### config.mk
export PLATFORM = sky130hd
export DESIGN_NAME = adc_pwm_array
export DESIGN_NICKNAME = d
export VERILOG_FILES = /design/src/rtl/adc_pwm_array.sv
export SDC_FILE = /design/constraint.sdc
export NUM_CORES = 1
export LEC_CHECK = 0
export BUFFER_PORTS_ARGS = -buffer_cell sky130_fd_sc_hd__buf_2
export CORE_ASPECT_RATIO = 0.75
export CORE_MARGIN = 2
export CORE_UTILIZATION = 55
export CTS_CLUSTER_SIZE = 14
export DETAILED_ROUTE_END_ITERATION = 7
export PLACE_DENSITY_LB_ADDON = 0.12
export REMOVE_ABC_BUFFERS = 1
export SYNTH_ARGS = -nofsm -noshare
export SYNTH_HDL_FRONTEND = slang
export SYNTH_SLANG_ARGS = --single-unit
### constraint.sdc
create_clock -name clk -period 4.62 [get_ports clk]
set_input_delay 0.231 -clock clk [delete_from_list [all_inputs] [get_ports clk]]
set_output_delay 0.231 -clock clk [all_outputs]
set_load 0.01 [all_outputs]
### src/rtl/adc_pwm_array.sv
// Purpose: NCH single-slope ADC channels sharing one ramp sequencer, each result driving a PWM output.
// Latency: results appear on the CAPTURE cycle after the last channel trips; PWM duty follows at the next period boundary.
// Backpressure: none; sample_valid is a one-cycle strobe that cannot be stalled, and result holds until the next conversion.
module adc_pwm_array #(
  parameter int NCH              = 4,
  parameter int N                = 8,
  parameter int PRESCALE         = 39,
  parameter int DISCHARGE_CYCLES = 10
) (
  input  logic             clk,
  input  logic             reset,
  input  logic             enable,
  input  logic [NCH-1:0]   compared_value,
  output logic [NCH-1:0]   discharge,
  output logic [NCH-1:0]   pwm,
  output logic [NCH*N-1:0] result,
  output logic [NCH-1:0]   overflow,
  output logic             sample_valid
);

  localparam int PW = (PRESCALE > 1) ? $clog2(PRESCALE) : 1;
  localparam int DW = (DISCHARGE_CYCLES > 1) ? $clog2(DISCHARGE_CYCLES) : 1;
  localparam logic [N-1:0]  CNT_MAX    = '1;
  localparam logic [PW-1:0] PRESC_LAST = PW'(PRESCALE - 1);
  localparam logic [DW-1:0] DIS_LAST   = DW'(DISCHARGE_CYCLES - 1);

  typedef enum logic [1:0] {IDLE, DISCHARGE, RAMP, CAPTURE} state_t;

  state_t          state, state_nxt;
  logic [DW-1:0]   dis_cnt;
  logic [PW-1:0]   presc;
  logic [N-1:0]    ramp_cnt;
  logic [NCH-1:0]  tripped, ovf_pend;
  logic [NCH-1:0]  trip_now, ovf_now;
  logic [N-1:0]    cap [NCH];
  logic [N-1:0]    pwm_cnt;
  logic [N-1:0]    duty [NCH];
  logic            tick, conv_done;

  assign tick      = (state == RAMP) && (presc == PRESC_LAST);
  assign conv_done = tick && (&(tripped | trip_now));

  // Per-tick trip decision: comparator hit, or forced saturation at the top of the ramp.
  always_comb begin
    trip_now = '0;
    ovf_now  = '0;
    for (int i = 0; i < NCH; i++) begin
      if (tick && !tripped[i]) begin
        if (compared_value[i]) begin
          trip_now[i] = 1'b1;
        end else if (ramp_cnt == CNT_MAX) begin
          trip_now[i] = 1'b1;
          ovf_now[i]  = 1'b1;
        end
      end
    end
  end

  // Sequencer state register.
  always_ff @(posedge clk or negedge reset) begin
    if (!reset) state <= IDLE;
    else        state <= state_nxt;
  end

  // Sequencer next state; enable is only consulted in IDLE and CAPTURE so a conversion always completes.
  always_comb begin
    state_nxt = state;
    case (state)
      IDLE:      if (enable) state_nxt = DISCHARGE;
      DISCHARGE: if (dis_cnt == DIS_LAST) state_nxt = RAMP;
      RAMP:      if (conv_done) state_nxt = CAPTURE;
      CAPTURE:   state_nxt = enable ? DISCHARGE : IDLE;
      default:   state_nxt = IDLE;
    endcase
  end

  // Discharge timer, prescaler, saturating ramp count and per-channel trip/overflow flags.
  always_ff @(posedge clk or negedge reset) begin
    if (!reset) begin
      dis_cnt  <= '0;
      presc    <= '0;
      ramp_cnt <= '0;
      tripped  <= '0;
      ovf_pend <= '0;
    end else begin
      dis_cnt <= (state == DISCHARGE && state_nxt == DISCHARGE) ? dis_cnt + 1'b1 : '0;
      if (state == RAMP) begin
        presc    <= tick ? '0 : presc + 1'b1;
        tripped  <= tripped | trip_now;
        ovf_pend <= ovf_pend | ovf_now;
        if (tick && ramp_cnt != CNT_MAX) ramp_cnt <= ramp_cnt + 1'b1;
      end else begin
        presc    <= '0;
        ramp_cnt <= '0;
        tripped  <= '0;
        ovf_pend <= '0;
      end
    end
  end

  // Capture registers plus the published result, loaded together on the edge that enters CAPTURE.
  always_ff @(posedge clk or negedge reset) begin
    if (!reset) begin
      for (int i = 0; i < NCH; i++) cap[i] <= '0;
      result   <= '0;
      overflow <= '0;
    end else begin
      for (int i = 0; i < NCH; i++) begin
        if (trip_now[i]) cap[i] <= ramp_cnt;
      end
      if (conv_done) begin
        for (int i = 0; i < NCH; i++) begin
          result[i*N +: N] <= trip_now[i] ? ramp_cnt : cap[i];
        end
        overflow <= ovf_pend | ovf_now;
      end
    end
  end

  // Free-running PWM counter; duty shadows reload only in the last cycle of each period.
  always_ff @(posedge clk or negedge reset) begin
    if (!reset) begin
      pwm_cnt <= '0;
      for (int i = 0; i < NCH; i++) duty[i] <= '0;
    end else begin
      pwm_cnt <= pwm_cnt + 1'b1;
      if (pwm_cnt == CNT_MAX) begin
        for (int i = 0; i < NCH; i++) duty[i] <= result[i*N +: N];
      end
    end
  end

  // Output decode: channels discharge outside RAMP and from the cycle after they trip.
  always_comb begin
    discharge    = (state == RAMP) ? tripped : '1;
    sample_valid = (state == CAPTURE);
    for (int i = 0; i < NCH; i++) pwm[i] = (pwm_cnt < duty[i]);
  end

endmodule

==> results_dict.tcl <==
set metrics [dict create \
    synth_flop_cell "dfrtp_1" \
    synth.most_common_cell "dfrtp_1" \
    cp_data_arrival_time_ns 3.17 \
    slew_headroom_pct 42.1 \
    grt_overflow 0 \
    antenna_found_initial 0 \
    total_power_mw 2.57 \
    ys_ff_latch 136 \
    worst-slew-pin-transition_ns 0.865 \
    async_flop_share_pct 100 \
    clockBufferDepth 2 \
    clk_latency_ns 0.41 \
    syn_area_per_cell_um2 11.7 \
    stdcell_area_um2 7060 \
    coreArea_um2 10800 \
    period_minus_slack_ns 2.88 \
    fp.dieH_um 95.0 \
    dieArea_um2 11900 \
    synth_area_leaders "dfrtp_1 (56%), mux2_2 (11%), ha_1 (7.0%)" \
    insertedDiodeCount 0 \
    htree_levels 4 \
    drive_above_1_share_pct 26.5 \
    startpoint_type "register" \
    portBuffers 51 \
    synthToLayoutAreaGrowth_pct 16.3 \
    finalMaxSlewViolations 0 \
    place_congestion 0.839 \
    fin_crit_sh_pct 62.3 \
    synth_area_um2 6070 \
    cp_data_required_time_ns 4.91 \
    cts_sinks 136 \
    slowest_delay_ns 0.75 \
    utilization_pct 65.2 \
    die_x_um 125 \
    drc 0 \
    p_leak_nw 3.53 \
    dpl_cell_area_um2 6470 \
    path_max_fanout 26 \
    grt_pass1_wl_um 20800 \
    path_cells "ha_1 -> and3_1 -> and2_1 -> o21ai_4 -> buf_4 -> mux2_2" \
    synth_common_cells "dfrtp_1 (136), mux2_2 (61), nand2_1 (57), o21ai_0 (49), inv_1 (39)" \
    ys_seq_area_share_pct 56.1 \
    cp_slowest_cell "o21ai_4" \
    ir_drop_v 0.000283 \
    root_buffer "clkbuf_16" \
    firstDrtPassIters 4 \
    yosys_warnings 0 \
    skew_ns 0.00690 \
    nets 616 \
    synth_top_area_share_pct 56.1 \
    worst_hold_path_type "input port to register" \
    postCtsSetupBuffers 0 \
    wl_per_cell_um 17.2 \
    via_per_inst 5.33 \
    cts.clk_slew.worst_paths_ns 0.06 \
    synth_edf_count 0 \
    grt_usage_pct 22.8 \
    wl_um 12500 \
    syn_inst 518 \
    yosysTopAreaCell "dfrtp_1" \
    start_util_pct 56.1 \
    numCtsBuffers 17 \
    dpl.hpwl_um 8510 \
    hold_violations 0 \
    dr_total_vias 3861 \
    max-cap-violations 0 \
    rsz0062_at_grt "no" \
    ant_nets 0 \
    finalSetupViolCount 0 \
    cp-end-kind "register" \
    fmax_mhz 348 \
    ios 52 \
    drtIter0Drc 211 \
    pwr_density_cell_nw_per_um2 364 \
    rows 33 \
    grt_max_degree 91 \
    outcome "completed" \
    grt_pass1_vias 3934 \
    synthDistinctLibCells 35 \
    reg2reg_setup_slack_ns 1.74 \
    cts_tree "done" \
    hold_slack_ns 0.155 \
    tns_ns 0 \
    criticalPathCategory "register to register" \
]
==> critical path: cells and delay by family (launching register included) <==
family                     cells  cell delay [ns]
AOI/OAI and AO/OA              1             0.75
and+or+nand+nor                2             0.57
DFF                            1             0.44
muxes                          1             0.36
buffers and inverters          1             0.36
adders and majority gates      1             0.29
==> placed cells by master (no fill, tap or decap), types with 5 or more instances in the layout <==
| master | n |
|---|---|
| a21oi_1 | 9 |
| a31oi_1 | 5 |
| buf_2 | 50 |
| clkbuf_16 | 17 |
| clkinv_2 | 5 |
| dfrtp_1 | 136 |
| ha_1 | 34 |
| inv_1 | 39 |
| mux2_1 | 8 |
| mux2_2 | 61 |
| nand2_1 | 57 |
| nand3_1 | 10 |
| nor2_1 | 30 |
| o21a_1 | 8 |
| o21ai_0 | 49 |
| xnor2_1 | 9 |
| xor2_1 | 8 |
==> power breakdown <==
group / internal [mW] / switching, mW
Clock: 0.848 / 0.483
Combinational: 0.00825 / 0.0338
Sequential: 1.19 / 0.00292
==> what timing repair did <==
| action | 4_1_cts | 5_1_grt |
|---|---|---|
| gates resized for setup | 0 | 0 |
| hold buffers | 1 | 0 |
| hold endpoints to repair | 89 | 0 |
==> layer usage <==
layer  track usage (%)  up-vias  share of wire, %
met3              6.23       14               3.6
met5                 0        -                 0
met4              6.57        0               1.3
li1                  -     1882                 -
met2              35.6       70                45
met1              31.9     1895                50
==> per-stage QoR <==
step,instances,setup slack (ns)
after CTS,725,1.72
final,725,1.74
after floorplan,501,1.18
after detailed placement,695,1.74
after global routing,725,1.50
after global placement,695,1.84
==> sequential cells by signal, indices dropped and copies added (netlist names), 4 cells and up <==
register / flops
duty: 32
overflow: 4
result: 32
ramp_cnt: 8
cap: 32
presc: 6
dis_cnt: 4
ovf_pend: 4
tripped: 4
pwm_cnt: 8
==> layout make-up <==
class | instances | area, um^2
clock buffer | 19 | 443
tap | 140 | 175
clock inverter | 10 | 130
timing repair buffer | 55 | 294
multi-input combinational | 326 | 2460
inverter | 39 | 146
sequential | 136 | 3400
fill | 834 | 3760
==> path summary, 6_finish.rpt <==
path,startpoint,endpoint,cells past startpoint
max reg2reg,ramp_cnt[0]$_DFFE_PN0P_,result[7]$_DFFE_PN0P_,6
min,enable,state[0]$_DFF_PN0_,3
max,ramp_cnt[0]$_DFFE_PN0P_,result[7]$_DFFE_PN0P_,6
max in group asynchronous,reset,cap[17]$_DFF_PN0_,3
min in group asynchronous,reset,result[7]$_DFFE_PN0P_,2
min reg2reg,overflow[0]$_DFFE_PN0P_,overflow[0]$_DFFE_PN0P_,2
==> cell families (layout without fill, tap and decap cells) <==
group | after synthesis | count (layout) | synth area share [%]
flip-flops | 136 | 136 | 56.1
AND/OR/NAND/NOR | 122 | 122 | 10.0
AO/OA/AOI/OAI | 84 | 84 | 8.02
multiplexers | 69 | 69 | 12.8
buffers and inverters | 56 | 123 | 3.59
adder cells (fa/ha/maj) | 34 | 34 | 7.01
XOR/XNOR | 17 | 17 | 2.45
Note: power is estimated with default switching activity, not from simulation.
